$ cat src/rtl/freq_synthesizer.sv
// Emits freq_act evenly spread single-cycle strobes per PERIOD-cycle window.
// stb/window_stb are registered (one cycle after cnt/sum); enable=0 freezes state and suppresses both strobes.
module freq_synthesizer #(
    parameter int PERIOD = 1000,
    parameter int W      = $clog2(PERIOD + 1)
) (
    input  logic         clk,
    input  logic         reset_n,
    input  logic         enable,
    input  logic         clear,
    input  logic [W-1:0] frequency,
    output logic         stb,
    output logic         window_stb,
    output logic [W-1:0] frequency_active
);
    localparam int CW = $clog2(PERIOD);
    localparam int SW = $clog2(2 * PERIOD);
    localparam logic [CW-1:0] LAST  = CW'(PERIOD - 1);
    localparam logic [W-1:0]  PER_W = W'(PERIOD);
    localparam logic [SW-1:0] PER_S = SW'(PERIOD);

    logic [CW-1:0] cnt_q, cnt_d;
    logic [CW-1:0] acc_q, acc_d;
    logic [W-1:0]  fa_q, fa_d;
    logic          stb_q, stb_d;
    logic          wstb_q, wstb_d;
    logic [W-1:0]  freq_sat;
    logic [SW-1:0] sum;

    always_comb begin
        freq_sat = (frequency > PER_W) ? PER_W : frequency;
        sum      = SW'(acc_q) + SW'(fa_q);
        cnt_d    = cnt_q;
        acc_d    = acc_q;
        fa_d     = fa_q;
        stb_d    = 1'b0;
        wstb_d   = 1'b0;
        if (clear) begin
            cnt_d = '0;
            acc_d = '0;
            fa_d  = freq_sat;
        end else if (enable) begin
            if (sum >= PER_S) begin
                acc_d = CW'(sum - PER_S);
                stb_d = 1'b1;
            end else begin
                acc_d = CW'(sum);
            end
            wstb_d = (cnt_q == LAST);
            // The rate only changes here, where acc is guaranteed back at zero.
            if (cnt_q == LAST) begin
                cnt_d = '0;
                fa_d  = freq_sat;
            end else begin
                cnt_d = cnt_q + CW'(1);
            end
        end
    end

    always_ff @(posedge clk or negedge reset_n) begin
        if (!reset_n) begin
            cnt_q  <= '0;
            acc_q  <= '0;
            fa_q   <= '0;
            stb_q  <= 1'b0;
            wstb_q <= 1'b0;
        end else begin
            cnt_q  <= cnt_d;
            acc_q  <= acc_d;
            fa_q   <= fa_d;
            stb_q  <= stb_d;
            wstb_q <= wstb_d;
        end
    end

    assign stb              = stb_q;
    assign window_stb       = wstb_q;
    assign frequency_active = fa_q;
endmodule

$ cat config.mk
export PLATFORM = sky130hd
export DESIGN_NAME = freq_synthesizer
export DESIGN_NICKNAME = d
export VERILOG_FILES = /design/src/rtl/freq_synthesizer.sv
export SDC_FILE = /design/constraint.sdc
export NUM_CORES = 1
export LEC_CHECK = 0
export BUFFER_PORTS_ARGS = -buffer_cell sky130_fd_sc_hd__buf_2
export CAP_MARGIN = 20
export CORE_MARGIN = 5
export CORE_UTILIZATION = 45
export DETAILED_ROUTE_END_ITERATION = 6
export PLACE_DENSITY_LB_ADDON = 0.12
export REMOVE_ABC_BUFFERS = 1
export SLEW_MARGIN = 15
export SYNTH_ARGS = -nofsm -noshare
export SYNTH_HDL_FRONTEND = slang
export SYNTH_SLANG_ARGS = --single-unit
$ cat constraint.sdc
create_clock -name clk -period 2.6 [get_ports clk]
set_input_delay 0.65 -clock clk [delete_from_list [all_inputs] [get_ports clk]]
set_output_delay 0.65 -clock clk [all_outputs]
set_load 0.005 [all_outputs]
==> impl_table.tex, run 1 <==
\begin{tabular}{lr}
\hline
Metric & Value \\
\hline
\multicolumn{2}{l}{\textbf{Outcome}} \\
Run status & finished, final reports clean \\
\multicolumn{2}{l}{\textbf{Clocking}} \\
Number of buffers between clock root and the deepest sink & 2 \\
Total clock buffers created by CTS & 5 \\
Clock Sink Count & 32 \\
Clock tree from TritonCTS & yes \\
Latest clock arrival within the worst-skew pair & roughly 290 ps \\
Clock-pin slew of the registers on the worst-case setup and hold paths & 70 ps \\
Library cell used as clock root buffer & clkbuf\_8 \\
Level count of the clock H-tree & 2 \\
\multicolumn{2}{l}{\textbf{Final layout}} \\
Filler Cells Inserted & about 430 \\
Net count reported at finish & 323 \\
Area growth syn-to-layout & 25.79\% \\
Leading cell type in the layout, fill and taps excluded & dfrtp\_1 \\
Total inserted antenna cells & 0 \\
Post-route cell area & around 0.0027 mm\^{}2 \\
Share of final-layout standard cells stronger than drive strength 1 & between 20\% and 30\% \\
Commonest cells after routing, fill and taps aside & dfrtp\_1, nor2\_1, buf\_4 \\
\multicolumn{2}{l}{\textbf{Die}} \\
Effective utilization at floorplan & between 40\% and 50\% \\
Site Rows & 25 \\
Die outline area & 0.006332 mm\^{}2 \\
IO Count & 26 \\
Width of the die & about 80 um \\
Die boundary height & 79.58 um \\
Core Footprint & 0.004723 mm\^{}2 \\
\multicolumn{2}{l}{\textbf{Synthesis}} \\
Number of enable-type register cells in the synthesized netlist & 0 \\
Distinct cell type count of the synthesized netlist & between 50 and 60 \\
Fraction of post-synthesis cell area in the top cell type by area & between 30\% and 40\% \\
Synthesized cell area & 0.002178 mm\^{}2 \\
Synthesis Warnings & 0 \\
Sequential area share after synthesis & 36.76\% \\
Top area cells in the synthesized netlist & dfrtp\_1, ha\_1, nor2\_1 \\
Cell count after synthesis & approximately 240 \\
Ys flop type & dfrtp\_1 \\
Post-synth top area cell & dfrtp\_1 \\
Fraction of synthesis flops using an asynchronous set or reset pin & 100.0\% \\
Post-synthesis register bit count & 32 \\
Per-instance average area after synthesis & around 9 um\^{}2 \\
\multicolumn{2}{l}{\textbf{Hold path}} \\
Worst min path class & primary input to async pin \\
\multicolumn{2}{l}{\textbf{Place}} \\
Final GP Congestion & 0.8987 \\
Count of port buffers added during placement & 25 \\
Placed cell areas & about 0.0025 mm\^{}2 \\
Detailed Place HPWL & 3891 um \\
\multicolumn{2}{l}{\textbf{Routing}} \\
Post-Route WL & 5234 um \\
Remaining antenna violation count & 0 \\
Number of design rule violations left after detail routing & 0 \\
Via Count & 2015 \\
Number of violations reported at the end of detailed-routing iteration 0 & between 100 and 150 \\
Average wire length per cell after detail routing & about 14 um \\
Pre-Repair DR Iteration Count & 4 \\
Via-to-Cell Ratio & between 5 and 6 \\
\multicolumn{2}{l}{\textbf{Setup path}} \\
Standard cell with the maximum stage delay on the critical path & dfrtp\_1 \\
Required @ worst endpoint & 2790 ps \\
Critical Path, Cell by Cell & ha\_2 > inv\_2 > fa\_2 > nand2b\_4 > buf\_4 > a21oi\_2 > o22ai\_1 > nor4\_4 > nand4\_1 > a21o\_1 > a311oi\_2 \\
Endpoint of the worst-slack reg-to-reg timing path & acc\_q[4]\$\_DFFE\_PN0P\_ \\
Critical path fanouts, max & 4 \\
Kind of start point of the critical path & register \\
Data arrival at the endpoint of the critical path & about 2800 ps \\
Cell family with the largest share of critical-path delay & compound AO/OA/AOI/OAI gates \\
Cell count along the critical path & 11 \\
Crit. End Element & register \\
Maximum cell stage delay along the critical path & about 360 ps \\
Launch point of the worst path & acc\_q[0]\$\_DFFE\_PN0P\_ \\
WS Path Type & register to register \\
Critical Path Sink & acc\_q[4]\$\_DFFE\_PN0P\_ \\
CP bufs+invs & 2 \\
Worst r2r src & acc\_q[0]\$\_DFFE\_PN0P\_ \\
Cell depth of the worst flop-to-flop path & 11 \\
Reg-to-reg slack, setup & between 7 and 8 ps \\
\multicolumn{2}{l}{\textbf{Power}} \\
Leakage & 1.257 nW \\
Power Dens Cells & approximately 900 mW/mm\^{}2 \\
Max IR drop VDD & approximately 0.00070 V \\
\multicolumn{2}{l}{\textbf{Timing}} \\
Measured slew at the worst slew-check pin & 735.3 ps \\
Worst setup skew after layout & 6.375 ps \\
Final worst path period share & 99.70\% \\
Hold slack & $\sim$420 ps \\
Time the final worst path needs with I/O delays and setup & 2592 ps \\
Relative slew slack & between 50\% and 60\% \\
Setup repair after global routing missed its margin & yes \\
Sum of negative setup slack & 0 ps \\
Number of slew-limit violations in the final report & 0 \\
Max Freq & between 300 and 400 MHz \\
Final Hold Fails & 0 \\
Setup-failing EPs final & 0 \\
\multicolumn{2}{l}{\textbf{Global routing}} \\
Total GRT Usage & between 10\% and 20\% \\
Wire length of the first global-routing pass & a little over 9000 um \\
Via count of the first global-routing pass & 1959 \\
Antenna violations before repair & 0 \\
Total global routing overflow & 0 \\
Largest net degree at the start of global routing & 33 \\
\multicolumn{2}{l}{\textbf{Run}} \\
Maximum capacitance violations & 0 \\
\hline
\end{tabular}
-- stage by stage --
step | utilization, % | setup WS, ps | cells | total power [mW]
5_1_grt | 58.01 | -149.0 | 364 | 2.648
4_1_cts | 56.53 | 18.07 | 362 | 2.350
3_5_place_dp | 53.72 | -106.7 | 352 | 1.893
6_report | 58.01 | 7.851 | 364 | 2.457
3_3_place_gp | 53.72 | -61.08 | 352 | 1.887
2_1_floorplan | - | -296.8 | 237 | 1.452
-- Yosys cell counts (3+ instances only) --
| master | instances |
|---|---|
| nand4_1 | 5 |
| a311oi_1 | 3 |
| o21ai_0 | 12 |
| dfrtp_1 | 32 |
| a211oi_1 | 4 |
| nor2_1 | 29 |
| ha_1 | 12 |
| mux2_2 | 5 |
| nand3_1 | 10 |
| a31oi_1 | 3 |
| clkbuf_1 | 6 |
| a21oi_1 | 13 |
| o21ai_1 | 3 |
| nor3_1 | 4 |
| o211ai_1 | 5 |
| and2_1 | 5 |
| inv_1 | 12 |
| xor2_1 | 5 |
| nand2_1 | 24 |
| xnor2_1 | 5 |
-- cell families after synthesis --
| family | synth area share (%) |
|---|---|
| compound gates | 22.46 |
| fa+ha+maj | 7.811 |
| flops | 36.76 |
| simple gates | 22.34 |
| mux | 3.504 |
| buf+inv | 3.101 |
| xor+xnor | 4.020 |
-- worst min-delay path by stage --
stage,from,end,depth (start not counted)
after detailed placement,frequency_active[4]$_DFFE_PN0P_,frequency_active[4]$_DFFE_PN0P_,2
after global routing,reset_n,frequency_active[4]$_DFFE_PN0P_,1
after floorplan,reset_n,acc_q[0]$_DFFE_PN0P_,0
final,reset_n,frequency_active[4]$_DFFE_PN0P_,1
after global placement,frequency_active[4]$_DFFE_PN0P_,frequency_active[4]$_DFFE_PN0P_,2
after CTS,reset_n,frequency_active[4]$_DFFE_PN0P_,1
-- power breakdown --
group,total (mW),internal [mW],switching [mW]
logic,1.43,0.668,0.766
registers,0.620,0.565,0.0556
clock network,0.403,0.211,0.192
-- layout make-up --
type                       count  area [um^2]  area share, %
multi-input combinational    193         1386          50.59
sequential                    32        800.8          29.22
timing repair buffer          52        331.6          12.10
tap                           67        83.83          3.059
clock buffer                   6        82.58          3.014
inverter                      12        45.04          1.644
clock inverter                 2        10.01         0.3653
-- layer usage --
metal	track usage [%]	up-vias	wire length, um
met4	10.48	0	170
met5	0	-	0
met2	29.05	40	2396
li1	-	1003	-
met3	3.386	12	175
met1	24.31	960	2492
-- repair_timing --
item | in CTS | in global routing
endpoints found under the setup margin | 5 | 8
gates resized for setup | 6 | 8
hold buffers | 0 | 0
setup buffers | 2 | 2
pin swaps | 6 | 10
-- registers in the layout, indices dropped and copies added, names as in the netlist --
name,flops
acc_q,10
cnt_q,10
frequency_active,10
stb,1
window_stb,1
-- worst reg2reg max path, delay by kind of cell (launching register included) --
kind,cells,cell delay [ps]
AO/OA/AOI/OAI,4,900
AND/OR/NAND/NOR,3,550
adder cells (fa/ha/maj),2,520
flip-flops,1,360
buffers and inverters,2,170
Power figures use the tool's default switching activity.
==> inputs of run 2 (changes only) <==
--- a/config.mk
+++ b/config.mk
@@ -7,10 +7,10 @@
 export LEC_CHECK = 0
 export BUFFER_PORTS_ARGS = -buffer_cell sky130_fd_sc_hd__buf_2
 export CAP_MARGIN = 20
-export CORE_MARGIN = 5
+export CORE_MARGIN = 3
 export CORE_UTILIZATION = 45
 export DETAILED_ROUTE_END_ITERATION = 6
-export PLACE_DENSITY_LB_ADDON = 0.12
+export PLACE_DENSITY = 0.67
 export REMOVE_ABC_BUFFERS = 1
 export SLEW_MARGIN = 15
 export SYNTH_ARGS = -nofsm -noshare
==> constraint.sdc (replaced) <==
create_clock -name clk -period 2.25 [get_ports clk]
set_input_delay 0.5625 -clock clk [delete_from_list [all_inputs] [get_ports clk]]
set_output_delay 0.5625 -clock clk [all_outputs]
set_load 0.005 [all_outputs]
==> run 2 against run 1 <==
- the run now ends with setup timing left
- register-to-register slack got worse by 350 ps
- clock skew hardly changed
- clock power is 19% higher
- routed wire length rose by 11%
- design area is 10% higher
- sequential share of layout area fell by 2.7 points
- critical path depth decreased by 3
- non-clock buffer count up 30
- largest cell class unchanged
==> impl_table.tex, run 2 (same netlist as run 1, synthesis figures left out) <==
\begin{tabular}{lr}
\hline
Metric & Value \\
\hline
\multicolumn{2}{l}{\textbf{Setup path}} \\
Crit. End Element & register \\
CP bufs+invs & 0 (-2) \\
Maximum cell stage delay along the critical path & 420 ps (+60 ps) \\
WS Path Type & register to register \\
Required @ worst endpoint & 2470 ps (-320 ps) \\
Reg-to-reg slack, setup & -350 ps (-350 ps) \\
Data arrival at the endpoint of the critical path & 2820 ps (+30 ps) \\
Cell family with the largest share of critical-path delay & simple AND/OR/NAND/NOR gates \\
Standard cell with the maximum stage delay on the critical path & dfrtp\_1 \\
Critical path fanouts, max & 3 (-1) \\
Kind of start point of the critical path & register \\
Critical Path, Cell by Cell & ha\_4 > a211o\_1 > a2111oi\_4 > nor3\_2 > nor4\_4 > nand3\_2 > or4\_1 > a31oi\_1 \\
\multicolumn{2}{l}{\textbf{Power}} \\
Share of total power in the clock network & 14.8\% (-1.6 points) \\
Total design power & 3.257 mW (+33\%) \\
Power Dens Cells & 1077 mW/mm\^{}2 (+20\%) \\
Combinational fraction of design power & 63.2\% (+4.8 points) \\
Share of total power in sequential cells & 22.0\% (-3.2 points) \\
Total internal power & 1.948 mW (+35\%) \\
Leakage & 1.412 nW (+12\%) \\
Switching power & 1.309 mW (+29\%) \\
Net switching share of the total power & 40.20\% (-1.0 points) \\
Max IR drop VDD & 0.0006660 V (-5.0\%) \\
\multicolumn{2}{l}{\textbf{Global routing}} \\
Total global routing overflow & 0 (unchanged) \\
Total GRT Usage & 22.96\% (+4.3 points) \\
Antenna violations before repair & 0 (unchanged) \\
Largest net degree at the start of global routing & 33 (unchanged) \\
Via count of the first global-routing pass & 2156 (+10\%) \\
Wire length of the first global-routing pass & 9818 um (+6.8\%) \\
\multicolumn{2}{l}{\textbf{Place}} \\
Final GP Congestion & 0.8671 (-3.5\%) \\
\# placed instances & 366 (+4.0\%) \\
Detailed Place HPWL & 4186 um (+7.6\%) \\
Placed cell areas & 0.002736 mm\^{}2 (+7.8\%) \\
Count of port buffers added during placement & 25 (unchanged) \\
\multicolumn{2}{l}{\textbf{Die}} \\
Effective utilization at floorplan & 48.36\% (+2.2 points) \\
Site Rows & 24 (-4.0\%) \\
Die outline area & 0.005712 mm\^{}2 (-9.8\%) \\
Core Footprint & 0.004504 mm\^{}2 (-4.6\%) \\
Width of the die & 75.58 um (-5.0\%) \\
IO Count & 26 (unchanged) \\
Die boundary height & 75.58 um (-5.0\%) \\
\multicolumn{2}{l}{\textbf{Routing}} \\
Post-Route WL & 5834 um (+11\%) \\
Number of violations reported at the end of detailed-routing iteration 0 & 138 (+23\%) \\
Via-to-Cell Ratio & 5.670 (+2.4\%) \\
Pre-Repair DR Iteration Count & 4 (unchanged) \\
Average wire length per cell after detail routing & 15.39 um (+7.1\%) \\
Via Count & 2149 (+6.7\%) \\
Number of design rule violations left after detail routing & 0 (unchanged) \\
Remaining antenna violation count & 0 (unchanged) \\
\multicolumn{2}{l}{\textbf{Timing}} \\
Setup-failing EPs final & 8 (+8) \\
Max Freq & 385.1 MHz (-0.16\%) \\
Number of slew-limit violations in the final report & 0 (unchanged) \\
Fin worst setup slack & -346.4 ps (-354.3 ps) \\
Sum of negative setup slack & -1976 ps (-1976 ps) \\
Final worst path period share & 115.4\% (+16 points) \\
Time the final worst path needs with I/O delays and setup & 2596 ps (+4.273 ps) \\
Worst setup skew after layout & 5.985 ps (-0.3906 ps) \\
Final Hold Fails & 0 (unchanged) \\
Measured slew at the worst slew-check pin & 772.6 ps (+37.34 ps) \\
Setup repair after global routing missed its margin & yes \\
Relative slew slack & 48.49\% (-2.5 points) \\
\multicolumn{2}{l}{\textbf{Clocking}} \\
Latest clock arrival within the worst-skew pair & 300 ps (about the same) \\
Clock Sink Count & 32 (unchanged) \\
Number of buffers between clock root and the deepest sink & 2 (unchanged) \\
Total clock buffers created by CTS & 5 (unchanged) \\
Library cell used as clock root buffer & clkbuf\_8 \\
Clock-pin slew of the registers on the worst-case setup and hold paths & 70 ps (about the same) \\
Clock tree from TritonCTS & yes \\
Level count of the clock H-tree & 2 (unchanged) \\
Hold bufs inserted after CTS & 0 (unchanged) \\
\multicolumn{2}{l}{\textbf{Outcome}} \\
Run status & finished, violations left \\
Violated checks & setup timing \\
\multicolumn{2}{l}{\textbf{Final layout}} \\
Share of final-layout standard cells stronger than drive strength 1 & 38.53\% (+9.6 points) \\
Commonest cells after routing, fill and taps aside & buf\_4, dfrtp\_1, nor2\_1 \\
Number of standard cells in the final layout excluding fillers & 379 (+4.1\%) \\
Area growth syn-to-layout & 38.83\% \\
Post-route cell area & 0.003024 mm\^{}2 (+10\%) \\
Post-route core utilization & 67.14\% (+9.1 points) \\
Leading cell type in the layout, fill and taps excluded & buf\_4 \\
Total inserted antenna cells & 0 (unchanged) \\
Net count reported at finish & 353 (+9.3\%) \\
\multicolumn{2}{l}{\textbf{Hold path}} \\
Worst min path class & primary input to async pin \\
\multicolumn{2}{l}{\textbf{Run}} \\
Maximum capacitance violations & 0 (unchanged) \\
\hline
\end{tabular}
[run 2: cell type report]
type	instances	area [um^2]
Timing Repair Buffer	82	564.3
Clock inverter	2	10.01
Sequential cell	32	800.8
Inverter	12	45.04
Multi-Input combinational cell	193	1456
Tap cell	52	65.06
Clock buffer	6	82.58
Fill cell	365	1480
[run 2: power by group through the flow]
stage	registers (mW)	clock network (mW)	logic [mW]
floorplan	0.703	0	0.975
detailed placement	0.724	0	1.73
finish	0.718	0.481	2.06
global placement	0.725	0	1.70
global route	0.725	0.517	2.24
CTS	0.718	0.483	1.84
[run 2: path summary, 6_finish.rpt]
path                                                  from                         endpoint  cells past startpoint
max                        frequency_active[1]$_DFFE_PN0P_             acc_q[3]$_DFFE_PN0P_                      8
min                                                reset_n  frequency_active[2]$_DFFE_PN0P_                      1
max reg2reg                frequency_active[1]$_DFFE_PN0P_             acc_q[3]$_DFFE_PN0P_                      8
min reg2reg                frequency_active[8]$_DFFE_PN0P_  frequency_active[8]$_DFFE_PN0P_                      1
max in group asynchronous                          reset_n             acc_q[5]$_DFFE_PN0P_                      1
min in group clk                              frequency[6]  frequency_active[6]$_DFFE_PN0P_                      2
[run 2: metrics by stage]
stage	worst slack, ps	hold slack, ps
2_1_floorplan	-646.8	266.9
3_3_place_gp	-393.9	514.0
3_5_place_dp	-446.0	527.8
4_1_cts	-299.4	367.6
5_1_grt	-472.3	375.6
6_report	-346.4	333.1
[run 2: per-layer routing]
layer / GRT usage, % / vias up / wire (um)
met5: 0 / - / 0
met2: 39.50 / 46 / 2838
met1: 28.18 / 1036 / 2647
li1: - / 1059 / -
met4: 7.573 / 0 / 108
met3: 5.541 / 8 / 240
[run 2: worst register-to-register path, delay by kind of cell (launching register included)]
family                     cells  cell delay, ps
and+or+nand+nor                4             930
AOI/OAI and AO/OA              3             900
DFF                            1             420
adders and majority gates      1             260
[run 2: repair_timing]
item / in CTS / in global routing
resized for setup: 14 / 15
endpoints found under the setup margin: 8 / 8
pin swaps: 8 / 15
hold endpoints to repair: 0 / 0
setup buffers: 2 / 3
==> inputs of run 3 (changes only) <==
--- a/config.mk
+++ b/config.mk
@@ -10,7 +10,7 @@
 export CORE_MARGIN = 3
 export CORE_UTILIZATION = 45
 export DETAILED_ROUTE_END_ITERATION = 6
-export PLACE_DENSITY = 0.67
+export PLACE_DENSITY = 0.78
 export REMOVE_ABC_BUFFERS = 1
 export SLEW_MARGIN = 15
 export SYNTH_ARGS = -nofsm -noshare
==> run 3 against run 2 <==
- the run still ends with setup timing left
- first-iteration DRC count grew 44%
- flip-flop and latch count is the same
- die area is the same
- critical endpoint unchanged
- largest cell class unchanged
- largest power group unchanged
- highest routed layer unchanged
==> impl_table.tex, run 3 (same netlist as run 1, synthesis figures left out) <==
\begin{tabular}{lr}
\hline
Metric & Value \\
\hline
\multicolumn{2}{l}{\textbf{Setup path}} \\
Reg-to-reg slack, setup & -490 ps (-140 ps) \\
Endpoint of the worst-slack reg-to-reg timing path & acc\_q[3]\$\_DFFE\_PN0P\_ \\
Cell depth of the worst flop-to-flop path & 10 (+2) \\
Worst r2r src & acc\_q[2]\$\_DFFE\_PN0P\_ \\
WS Path Type & register to register \\
Required @ worst endpoint & 2470 ps (about the same) \\
Launch point of the worst path & acc\_q[2]\$\_DFFE\_PN0P\_ \\
Critical path fanouts, max & 4 (+1) \\
Data arrival at the endpoint of the critical path & 2960 ps (+140 ps) \\
Critical Path, Cell by Cell & ha\_4 > buf\_6 > nand3\_4 > o211ai\_1 > o41ai\_2 > xnor2\_2 > buf\_4 > inv\_2 > or4\_4 > a31oi\_4 \\
Kind of start point of the critical path & register \\
Crit. End Element & register \\
Maximum cell stage delay along the critical path & 520 ps (+100 ps) \\
Standard cell with the maximum stage delay on the critical path & or4\_4 \\
\multicolumn{2}{l}{\textbf{Timing}} \\
Time the final worst path needs with I/O delays and setup & 2741 ps (+144.7 ps) \\
Max Freq & 364.8 MHz (-5.3\%) \\
Sum of negative setup slack & -2732 ps (-755.5 ps) \\
Setup repair after global routing missed its margin & yes \\
Measured slew at the worst slew-check pin & 741.0 ps (-31.69 ps) \\
Number of slew-limit violations in the final report & 0 (unchanged) \\
Final worst path period share & 121.8\% (+6.4 points) \\
Fin worst setup slack & -491.1 ps (-144.7 ps) \\
Final Hold Fails & 0 (unchanged) \\
Relative slew slack & 50.60\% (+2.1 points) \\
Setup-failing EPs final & 8 (unchanged) \\
Worst setup skew after layout & 2.429 ps (-3.555 ps) \\
\multicolumn{2}{l}{\textbf{Die}} \\
Core Footprint & 0.004504 mm\^{}2 (unchanged) \\
IO Count & 26 (unchanged) \\
Die outline area & 0.005712 mm\^{}2 (unchanged) \\
Site Rows & 24 (unchanged) \\
Width of the die & 75.58 um (unchanged) \\
Die boundary height & 75.58 um (unchanged) \\
Effective utilization at floorplan & 48.36\% (unchanged) \\
\multicolumn{2}{l}{\textbf{Final layout}} \\
Share of final-layout standard cells stronger than drive strength 1 & 40.80\% (+2.3 points) \\
Area growth syn-to-layout & 44.11\% \\
Commonest cells after routing, fill and taps aside & buf\_4, dfrtp\_1, nor2\_1 \\
Leading cell type in the layout, fill and taps excluded & buf\_4 \\
Total inserted antenna cells & 0 (unchanged) \\
Number of standard cells in the final layout excluding fillers & 378 (-0.26\%) \\
Post-route core utilization & 69.69\% (+2.6 points) \\
Net count reported at finish & 352 (-0.28\%) \\
\multicolumn{2}{l}{\textbf{Global routing}} \\
Largest net degree at the start of global routing & 33 (unchanged) \\
Wire length of the first global-routing pass & 10560 um (+7.5\%) \\
Via count of the first global-routing pass & 2346 (+8.8\%) \\
Antenna violations before repair & 0 (unchanged) \\
Total GRT Usage & 25.07\% (+2.1 points) \\
Total global routing overflow & 0 (unchanged) \\
\multicolumn{2}{l}{\textbf{Clocking}} \\
Number of buffers between clock root and the deepest sink & 2 (unchanged) \\
Clock-pin slew of the registers on the worst-case setup and hold paths & 70 ps (about the same) \\
Hold bufs inserted after CTS & 0 (unchanged) \\
Total clock buffers created by CTS & 5 (unchanged) \\
Level count of the clock H-tree & 2 (unchanged) \\
Clock Sink Count & 32 (unchanged) \\
Library cell used as clock root buffer & clkbuf\_8 \\
Clock tree from TritonCTS & yes \\
Latest clock arrival within the worst-skew pair & 290 ps (about the same) \\
\multicolumn{2}{l}{\textbf{Routing}} \\
Pre-Repair DR Iteration Count & 4 (unchanged) \\
Number of violations reported at the end of detailed-routing iteration 0 & 199 (+44\%) \\
Post-Route WL & 6987 um (+20\%) \\
Average wire length per cell after detail routing & 18.48 um (+20\%) \\
Remaining antenna violation count & 0 (unchanged) \\
Via Count & 2264 (+5.4\%) \\
Number of design rule violations left after detail routing & 0 (unchanged) \\
Via-to-Cell Ratio & 5.989 (+5.6\%) \\
\multicolumn{2}{l}{\textbf{Power}} \\
Leakage & 1.432 nW (+1.4\%) \\
Total design power & 3.616 mW (+11\%) \\
Max IR drop VDD & 0.0008302 V (+25\%) \\
Power Dens Cells & 1152 mW/mm\^{}2 (+7.0\%) \\
\multicolumn{2}{l}{\textbf{Run}} \\
Maximum capacitance violations & 0 (unchanged) \\
\multicolumn{2}{l}{\textbf{Place}} \\
Pre-CTS worst setup slack & -593.4 ps (-147.4 ps) \\
Count of port buffers added during placement & 25 (unchanged) \\
\# placed instances & 362 (-1.1\%) \\
Detailed Place HPWL & 4227 um (+1.0\%) \\
Final GP Congestion & 0.8352 (-3.7\%) \\
\multicolumn{2}{l}{\textbf{Hold path}} \\
Worst min path class & primary input to async pin \\
\multicolumn{2}{l}{\textbf{Outcome}} \\
Violated checks & setup timing \\
Run status & finished, violations left \\
\hline
\end{tabular}
## run 3: worst max path at each step
stage / to / slack, ps / cells after the start
after floorplan: acc_q[9]$_DFFE_PN0P_ / -650 / 12
after global placement: acc_q[9]$_DFFE_PN0P_ / -410 / 12
after detailed placement: acc_q[9]$_DFFE_PN0P_ / -590 / 12
after CTS: acc_q[3]$_DFFE_PN0P_ / -350 / 8
after global routing: acc_q[3]$_DFFE_PN0P_ / -620 / 8
final: acc_q[3]$_DFFE_PN0P_ / -490 / 10
## run 3: cell type report
class | instances | area (um^2)
timing repair buffer | 81 | 571.8
multi-input combinational | 193 | 1545
sequential | 32 | 800.8
tap | 52 | 65.06
clock inverter | 3 | 42.54
clock buffer | 5 | 68.82
inverter | 12 | 45.04
fill | 309 | 1365
## run 3: what timing repair did
| action | CTS | global route |
|---|---|---|
| hold endpoints to repair | 0 | 0 |
| resized for setup | 22 | 26 |
| endpoints found under the setup margin | 8 | 8 |
| pin swaps | 16 | 25 |
| buffers inserted | 6 | 6 |
## run 3: per-layer routing
| metal | vias to the layer above | wire (um) | track usage, % |
|---|---|---|---|
| li1 | 1051 | - | - |
| met1 | 1105 | 2689 | 27.61 |
| met2 | 81 | 3615 | 43.34 |
| met3 | 27 | 382 | 6.069 |
| met4 | 0 | 300 | 15.34 |
| met5 | - | 0 | 0 |
## run 3: metrics by stage
stage / cell area (um^2) / hold WS [ps]
detailed placement: 2706 / 522.2
global placement: 2706 / 510.4
finish: 3139 / 328.3
CTS: 2982 / 361.8
global route: 3139 / 379.0
floorplan: 2156 / 266.9
## run 3: power breakdown
part / switching, mW / leakage [nW] / total (mW) / internal, mW
clock: 0.238 / 0.0541 / 0.566 / 0.328
combinational: 1.21 / 0.962 / 2.33 / 1.12
sequential: 0.0694 / 0.415 / 0.722 / 0.652
## run 3: critical path, delay by kind of cell (launching register included)
family | cells | cell delay [ps]
XOR/XNOR | 1 | 200
AO/OA/AOI/OAI | 3 | 810
buffers and inverters | 3 | 340
flip-flops | 1 | 430
adder cells (fa/ha/maj) | 1 | 280
AND/OR/NAND/NOR | 2 | 600
